`src/rtl/prefix_carry_pipeline.sv`:
```
// ---------------------------------------------------------------------------
// prefix_carry_pipeline
//
// Pipelined Kogge-Stone carry network. It takes the bitwise generate/propagate
// vectors from a PG stage and produces Sum and Cout.
//
// Bit 0 of the vectors is the carry-in slot: G[0]=Cin and P[0]=0. Each prefix
// level (distance 1, 2, 4, ...) is followed by a register stage, so the block
// has LEVELS stages.
//
// The stages are connected by an elastic valid/ready chain. It sustains one
// add per cycle, and a stage that holds a bubble can take new data while the
// output is stalled.
//
// Optional feature:
//   PREFIX_CARRY_OVF_EN adds the Ovf output, the two's-complement overflow of
//   the final carries.
//
// Ports:
//   clk        rising-edge clock
//   rst_n      asynchronous active-low reset
//   in_valid   G/P valid this cycle
//   in_ready   stage 0 can accept this cycle
//   G [W:0]    bitwise generate, G[0] = carry-in
//   P [W:0]    bitwise propagate, P[0] = 0
//   out_valid  Sum/Cout valid
//   out_ready  downstream accepts this cycle
//   Sum[W-1:0] sum bits (vector positions W..1)
//   Cout       carry out of position W
//   Ovf        signed overflow (only with PREFIX_CARRY_OVF_EN)
// ---------------------------------------------------------------------------
module prefix_carry_pipeline #(
  parameter  int WIDTH  = 16,
  localparam int LEVELS = $clog2(WIDTH + 1)
) (
  input  logic             clk,
  input  logic             rst_n,
  input  logic             in_valid,
  output logic             in_ready,
  input  logic [WIDTH:0]   G,
  input  logic [WIDTH:0]   P,
  output logic             out_valid,
  input  logic             out_ready,
  output logic [WIDTH-1:0] Sum,
  output logic             Cout
`ifdef PREFIX_CARRY_OVF_EN
  ,
  output logic             Ovf
`endif
);

  // Per-stage state. Row k of each array holds the registered result of
  // prefix level k.
  logic [LEVELS-1:0]              valid_q;
  logic [LEVELS-1:0]              stage_ready;
  logic [LEVELS-1:0]              up_valid;
  logic [LEVELS-1:0][WIDTH:0]     g_q;
  logic [LEVELS-1:0][WIDTH:0]     p_q;
  logic [LEVELS-1:0][WIDTH:0]     g_d;
  logic [LEVELS-1:0][WIDTH:0]     p_d;
  logic [LEVELS-1:0][WIDTH:0]     g_src;
  logic [LEVELS-1:0][WIDTH:0]     p_src;
  logic [LEVELS-1:0][WIDTH-1:0]   pbit_q;
  logic [LEVELS-1:0][WIDTH-1:0]   pbit_src;
  logic                           ready_acc;
  logic [WIDTH:0]                 carry;
  logic                           unused_p_last;

  // Ready chain. A stage is ready when it is empty or when everything
  // downstream can move. The chain is evaluated from the output backwards,
  // so a bubble anywhere downstream lets all the stages above it advance.
  always_comb begin
    stage_ready = '0;
    ready_acc   = out_ready;
    for (int k = LEVELS - 1; k >= 0; k--) begin
      ready_acc      = ready_acc | ~valid_q[k];
      stage_ready[k] = ready_acc;
    end
  end

  assign in_ready = stage_ready[0];

  // Prefix levels. Level gi combines each position with the one 2^gi below
  // it. Positions below the distance pass through unchanged.
  genvar gi, gj;
  generate
    for (gi = 0; gi < LEVELS; gi++) begin : g_level
      localparam int DIST = 1 << gi;

      if (gi == 0) begin : g_src_in
        assign up_valid[gi] = in_valid;
        assign g_src[gi]    = G;
        assign p_src[gi]    = P;
        assign pbit_src[gi] = P[WIDTH:1];
      end else begin : g_src_prev
        assign up_valid[gi] = valid_q[gi-1];
        assign g_src[gi]    = g_q[gi-1];
        assign p_src[gi]    = p_q[gi-1];
        assign pbit_src[gi] = pbit_q[gi-1];
      end

      for (gj = 0; gj <= WIDTH; gj++) begin : g_bit
        if (gj >= DIST) begin : g_combine
          assign g_d[gi][gj] = g_src[gi][gj] | (p_src[gi][gj] & g_src[gi][gj-DIST]);
          assign p_d[gi][gj] = p_src[gi][gj] & p_src[gi][gj-DIST];
        end else begin : g_pass
          assign g_d[gi][gj] = g_src[gi][gj];
          assign p_d[gi][gj] = p_src[gi][gj];
        end
      end
    end
  endgenerate

  // Stage registers. A stage takes its upstream valid whenever it is ready.
  // Its data is captured only when that upstream valid is set, so a bubble
  // moving through never overwrites the data it replaces.
  always_ff @(posedge clk or negedge rst_n) begin
    if (!rst_n) begin
      valid_q <= '0;
      g_q     <= '0;
      p_q     <= '0;
      pbit_q  <= '0;
    end else begin
      for (int k = 0; k < LEVELS; k++) begin
        if (stage_ready[k]) begin
          valid_q[k] <= up_valid[k];
          if (up_valid[k]) begin
            g_q[k]    <= g_d[k];
            p_q[k]    <= p_d[k];
            pbit_q[k] <= pbit_src[k];
          end
        end
      end
    end
  end

  // After the last level, the group generate at position i is the carry out
  // of position i. The group propagate of the final level has no consumer.
  assign carry         = g_q[LEVELS-1];
  assign unused_p_last = ^p_q[LEVELS-1];

  assign out_valid = valid_q[LEVELS-1];
  assign Sum       = pbit_q[LEVELS-1] ^ carry[WIDTH-1:0];
  assign Cout      = carry[WIDTH];

`ifdef PREFIX_CARRY_OVF_EN
  // Overflow: the carry into the MSB differs from the carry out of it.
  assign Ovf = carry[WIDTH] ^ carry[WIDTH-1];
`endif

endmodule
```
`config.mk`:
```
export PLATFORM = sky130hd
export DESIGN_NAME = prefix_carry_pipeline
export DESIGN_NICKNAME = d
export VERILOG_FILES = /design/src/rtl/prefix_carry_pipeline.sv
export SDC_FILE = /design/constraint.sdc
export NUM_CORES = 1
export LEC_CHECK = 0
export ABC_AREA = 1
export CAP_MARGIN = 20
export CORE_MARGIN = 8
export CORE_UTILIZATION = 53
export DETAILED_ROUTE_END_ITERATION = 10
export PLACE_DENSITY = 0.76
export RECOVER_POWER = 100
export SETUP_SLACK_MARGIN = 0.3
export SYNTH_ARGS = -nofsm -noshare
export SYNTH_HDL_FRONTEND = slang
export SYNTH_SLANG_ARGS = --single-unit
```
`constraint.sdc`:
```
create_clock -name clk -period 1.6 [get_ports clk]
set_clock_uncertainty 0.15 [all_clocks]
set_input_delay 0.48 -clock clk [delete_from_list [all_inputs] [get_ports clk]]
set_output_delay 0.48 -clock clk [all_outputs]
set_load 0.05 [all_outputs]
```
==> results of run 1 <==
## registers in the layout (all words and copies together), names as in the netlist
name     cells
carry       17
valid_q      5
p_q         38
g_q         38
pbit_q      80
g_d         30
## routing by layer
metal / vias to the layer above / share of wire [%]
met1: 3833 / 34
met3: 213 / 8.1
met2: 624 / 49
li1: 3280 / -
met4: 0 / 8.3
met5: - / 0
## metrics by stage
step	util (%)	TNS, ps
6_report	80.18	-40640
5_1_grt	80.18	-53390
4_1_cts	76.58	-25640
3_5_place_dp	63.84	-87600
3_3_place_gp	63.84	-81300
2_1_floorplan	-	-134.6
## critical path, cell delays in order (launching register included)
cell	delay (ps)
dfrtp_1	380
inv_1	100
nor2_4	170
nand3_4	140
buf_8	180
## worst min path at each step
stage	startpoint	end	slack, ps	depth (start not counted)
after floorplan	rst_n	carry[0]	30	0
after global placement	rst_n	pbit_q[5]	260	1
after detailed placement	rst_n	pbit_q[5]	260	1
after CTS	pbit_q[8]	pbit_q[8]	320	2
after global routing	pbit_q[6]	pbit_q[6]	360	2
final	g_d[81]	carry[13]	320	2
## Yosys cell counts
library cell	instances
nand4_1	1
buf_1	8
xor2_1	16
nor2_2	1
dfrtp_1	208
nand3_1	67
nand2_2	2
clkbuf_1	21
inv_2	2
a21oi_1	38
buf_4	7
o21ai_0	101
o21ai_1	8
nand3_2	1
nand2_1	375
buf_2	10
a21o_1	15
inv_1	43
buf_6	1
## area by class of cell
class                           instances  share of cell area (%)
Sequential cell                       208                   41.79
Multi-Input combinational cell        626                   28.52
Timing Repair Buffer                  175                   21.19
Clock buffer                           33                   4.785
Tap cell                              216                   2.153
Inverter                               45                   1.485
Clock inverter                          2                 0.07975
## timing repair
item / in CTS / in global routing
hold buffers: 1 / 0
buffers inserted: 27 / 9
pin swaps: 24 / 14
endpoints found under the setup margin: 225 / 226
endpoints found under the hold margin: 26 / 0
gates resized for setup: 188 / 55
cloned: 22 / 15
## logic make-up (layout without fill, tap and decap cells)
group	count (synthesis)	count (layout)	synth area share [%]
xor gates and xnor gates	16	16	1.676
AOI/OAI and AO/OA	162	162	10.14
DFF	208	208	62.24
buffers and inverters	92	255	4.683
and+or+nand+nor	447	448	21.26
## power by group
part	leakage, nW	switching (mW)	internal, mW
registers	2.60	1.61	6.85
clock network	0.299	2.06	2.56
logic	3.21	5.48	5.01
total	6.10	9.15	14.4
==> key figures, run 1 <==
Synthesis
  – Synth Cell Area: 8363 um2
  – Yosys reg bits: 208
  – Sequential-to-total area share from yosys stat: 62.24%
  – Synth warn: 0
  – Post-synth top area cell: dfrtp_1
  – Syn avg cell area: 9.041 um2
  – Synth unique cells: 19
  – Mapped Nets: 963
  – Mapped Cells: 925
  – Synth top area share: 62.24%
  – Synth top area cells: dfrtp_1 (62%), nand2_1 (17%), o21ai_0 (6.0%)

Cells and area
  – Fillcell total: 801
  – Final #Nets: 1,114
  – Share of layout cells above drive strength 1: 30.39%
  – Layout area overhead: 50.09%
  – Reg area: 5245 um2
  – Area of the multi-input gates: 3580 um2
  – Final std cells w/o fill: 1,305
  – Fin area: 12,550 um2
  – Commonest non-fill, non-tap cell in the layout: nand2_1
  – Diode count: 0
  – Most frequent cells in the layout: nand2_1 (299), dfrtp_1 (176), nand3_1 (64)

Power and ir drop
  – PD cells: 1878 nW/um2
  – Total Power: 23.57 mW
  – Max VDD drop: 0.9783 mV
  – Leak: 6.103 nW

Setup path
  – End point of the critical path: in_ready
  – Critical R2R Launch: valid_q[2]
  – Worst Setup SP: valid_q[2]
  – Required @ worst endpoint: 970 ps
  – Crit-path max FO: 2
  – Reg-to-reg slack, setup: -440 ps
  – Arr. time, crit path: 1470 ps
  – Startpoint types: flip-flop
  – Reg-to-reg endpoint: g_q[25]
  – FF-to-FF path depth: 12
  – Crit end category: output port
  – Kind of critical path: flip-flop to output port

Routing
  – DR vias/cell: 6.092
  – Router iterations before antenna repair: 6
  – Via Count: 7,950
  – DRC: 0
  – Mean routed wirelength per cell: 23.21 um
  – Routed Antenna Nets: 0
  – Total wire length: 30.29 mm
  – First DRT Iteration DRCs: 915

Job
  – Max-Cap Viols: 0

Clock tree
  – Clk slew on worst S/H paths: 70 ps
  – CTS Buf Count: 20
  – Clock root cell: clkbuf_16
  – H-tree levels: 1
  – CTS tree: yes
  – Worst-skew pair later-pin latency: 500 ps
  – Bufs on Longest Clock Path: 3
  – Clock Sinks: 208

STA
  – Achievable Freq: 476.4 MHz
  – Rel. slew slack: 36.00%
  – Fin. max-slew vios: 0
  – RSZ-0062 raised after global routing: yes
  – WHS: 323.6 ps
  – Period utilization: 131.2%
  – Final setup margin: -499.0 ps
  – Worst slew pin tran: 960.0 ps
  – Setup violators final: 188
  – Final worst path period need: 2099 ps
  – Endpoints failing hold: 0

Die
  – Ports: 57
  – Die height: 141.6 um
  – Row count: 46
  – Overall die area: 20,050 um2
  – Core area: 15,660 um2
  – Die width: 141.6 um
  – Initial core utilization: 53.42%

Global route
  – First-pass GRT wire length: 41.92 mm
  – Largest net degree at the start of global routing: 41
  – Top Usage Layer GRT: met2
  – Number of global-route vias before repair: 7,757
  – Initial antenna violation count: 0
  – Met3 Usage GRT: 4.839%
  – GRT met1 Usage: 31.69%
  – M2 GR Usage: 44.92%
  – Total global-route track usage: 26.53%
  – GRT overflow: 0

Placed design
  – Post-Place Worst Slack: -738.9 ps
  – Port bufs: 55
  – Gpl congestion: 0.8331
  – Placed cells: 1,196
  – Dpl cell area: 9995 um2
  – Dpl hpwl: 12.73 mm

Status
  – Status: complete, but fails checks
  – Failing checks: setup timing

Min path
  – Hold Path Class: flip-flop to flip-flop
No activity file was read; power rests on OpenSTA's default activity.
==> inputs of run 2 (changes only) <==
CTS_CLUSTER_DIAMETER = 150   (was not set)
==> results of run 2 <==
Same layout as run 1: the final DEF is identical, and so are final timing and power.
==> inputs of run 3 (changes only) <==
GPL_TIMING_DRIVEN = 0   (was not set)
==> key figures, run 3 (synthesized netlist as in run 1, its figures left out) <==
Setup path
  – Required @ worst endpoint: 970 ps
  – Critical path's largest stage delay: 390 ps
  – Startpoint types: flip-flop
  – Crit-path cells: nand3_4 -> nor2_4 -> nand3_4 -> buf_8 -> buf_8
  – Arr. time, crit path: 1500 ps
  – Crit-path max FO: 2
  – Crit path max-delay cell type: dfrtp_2
  – Kind of critical path: flip-flop to output port
  – Crit end category: output port

Placed design
  – Placed cells: 1,197
  – Port bufs: 55
  – Gpl congestion: 0.8573
  – Dpl hpwl: 13.57 mm

Global route
  – Largest net degree at the start of global routing: 111
  – Met3 Usage GRT: 3.125%
  – M2 GR Usage: 36.87%
  – Number of global-route vias before repair: 6,933
  – Initial antenna violation count: 0
  – Top Usage Layer GRT: met2
  – Total global-route track usage: 21.23%
  – GRT overflow: 0
  – First-pass GRT wire length: 34.44 mm
  – GRT met1 Usage: 26.73%

Clock tree
  – Clock root cell: clkbuf_16
  – CTS tree: yes
  – Worst-skew pair later-pin latency: 490 ps
  – Bufs on Longest Clock Path: 3
  – H-tree levels: 1
  – CTS Buf Count: 21
  – Clock Sinks: 208
  – Clk slew on worst S/H paths: 60 ps

Die
  – Row count: 46
  – Overall die area: 20,050 um2
  – Die height: 141.6 um
  – Core area: 15,660 um2
  – Die width: 141.6 um
  – Ports: 57
  – Initial core utilization: 53.42%

Cells and area
  – Max FFs per register: 80
  – Most frequent cells in the layout: nand2_1 (366), dfrtp_1 (175), o21ai_1 (70)
  – Top reg by flops: pbit_q
  – Layout area overhead: 32.35%
  – Area of the multi-input gates: 3133 um2
  – Share of layout cells above drive strength 1: 19.70%
  – Reg area: 5246 um2
  – Finished Core Util: 70.70%
  – Fillcell total: 1,173
  – Final #Nets: 1,079
  – Diode count: 0
  – Biggest regs: pbit_q (80), g_q (38), p_q (38)
  – Commonest non-fill, non-tap cell in the layout: nand2_1
  – Final std cells w/o fill: 1,272

Routing
  – DR vias/cell: 5.142
  – Mean routed wirelength per cell: 16.02 um
  – Total wire length: 20.38 mm
  – DRC: 0
  – Routed Antenna Nets: 0
  – Via Count: 6,540
  – Router iterations before antenna repair: 5
  – First DRT Iteration DRCs: 369

STA
  – Setup TNS: -32,750 ps
  – Endpoints failing hold: 0
  – Final setup margin: -527.2 ps
  – WHS: 165.6 ps
  – Setup violators final: 170
  – Fin. max-slew vios: 0
  – Final worst path period need: 2127 ps
  – Period utilization: 133.0%
  – RSZ-0062 raised after global routing: yes
  – Achievable Freq: 470.1 MHz
  – Rel. slew slack: 8.133%
  – Worst slew pin tran: 1378 ps

Status
  – Status: complete, but fails checks
  – Failing checks: setup timing

Power and ir drop
  – Leak: 5.475 nW
  – Power share of the sequential group: 40.5%
  – Max VDD drop: 0.9876 mV
  – Power share of the clock group: 26.2%
  – Total Power: 20.19 mW
  – Sw frac: 35.52%
  – Sw power: 7.172 mW
  – Combinational power share: 33.2%
  – PD cells: 1825 nW/um2
  – P_int: 13.02 mW

Min path
  – Hold Path Class: primary input to async pin

Job
  – Max-Cap Viols: 0
-- run 3: cell count changes in the layout (fill, tap and decap cells not counted), sizes merged, moves of 2 or more --
cell	previous run	this run
clkinv	3	5
inv	44	46
buf	127	82
bufinv	0	4
bufbuf	0	3
clkbuf	45	48
-- run 3: metrics by stage --
stage / setup slack [ps] / area (um2)
floorplan: -134.5 / 8846
global placement: -9304 / 9667
detailed placement: -1420 / 9699
CTS: -571.4 / 10980
global route: -567.6 / 11070
finish: -527.2 / 11070
-- run 3: layout make-up --
class / count / area share, %
Buffer: 47 / 4.194
Clock buffer: 28 / 5.528
Clock inverter: 10 / 1.390
Inverter: 45 / 1.571
Multi-Input combinational cell: 625 / 28.31
Sequential cell: 208 / 47.40
Tap cell: 216 / 2.442
Timing Repair Buffer: 93 / 9.168
-- run 3: final timing paths --
kind / cells past startpoint / end / slack, ps / startpoint
max: 5 / in_ready / -530 / valid_q[4]
min: 1 / pbit_q[37] / 170 / rst_n
max reg2reg: 11 / p_q[10] / -290 / valid_q[4]
min reg2reg: 2 / pbit_q[69] / 310 / pbit_q[53]
max in group asynchronous: 2 / carry[11] / 10 / rst_n
min in group clk: 2 / pbit_q[69] / 310 / pbit_q[53]
-- run 3: timing repair --
action,CTS,global route
endpoints found under the hold margin,109,60
pin swaps,14,11
setup buffers,19,7
setup endpoints to repair,224,316
gates cloned,11,0
resized for setup,205,18
-- run 3: routing by layer --
layer	vias up	wire length (um)	share of wire [%]
li1	3210	-	-
met1	3139	8812	43
met3	41	857	4.2
met2	150	10180	50
met4	0	526	2.6
met5	-	0	0
-- run 3: power by group through the flow --
stage	registers, mW	clock network [mW]	logic, mW
final	8.18	5.30	6.71
after global placement	8.15	0	5.70
after CTS	8.16	5.35	6.61
after floorplan	7.89	0	4.20
after global routing	8.34	5.63	7.35
after detailed placement	8.19	0	5.85
-- run 3: critical path, delay by kind of cell, from the launching register on --
family / cells / cell delay [ps]
DFF: 1 / 390
and+or+nand+nor: 3 / 330
buffers and inverters: 2 / 280
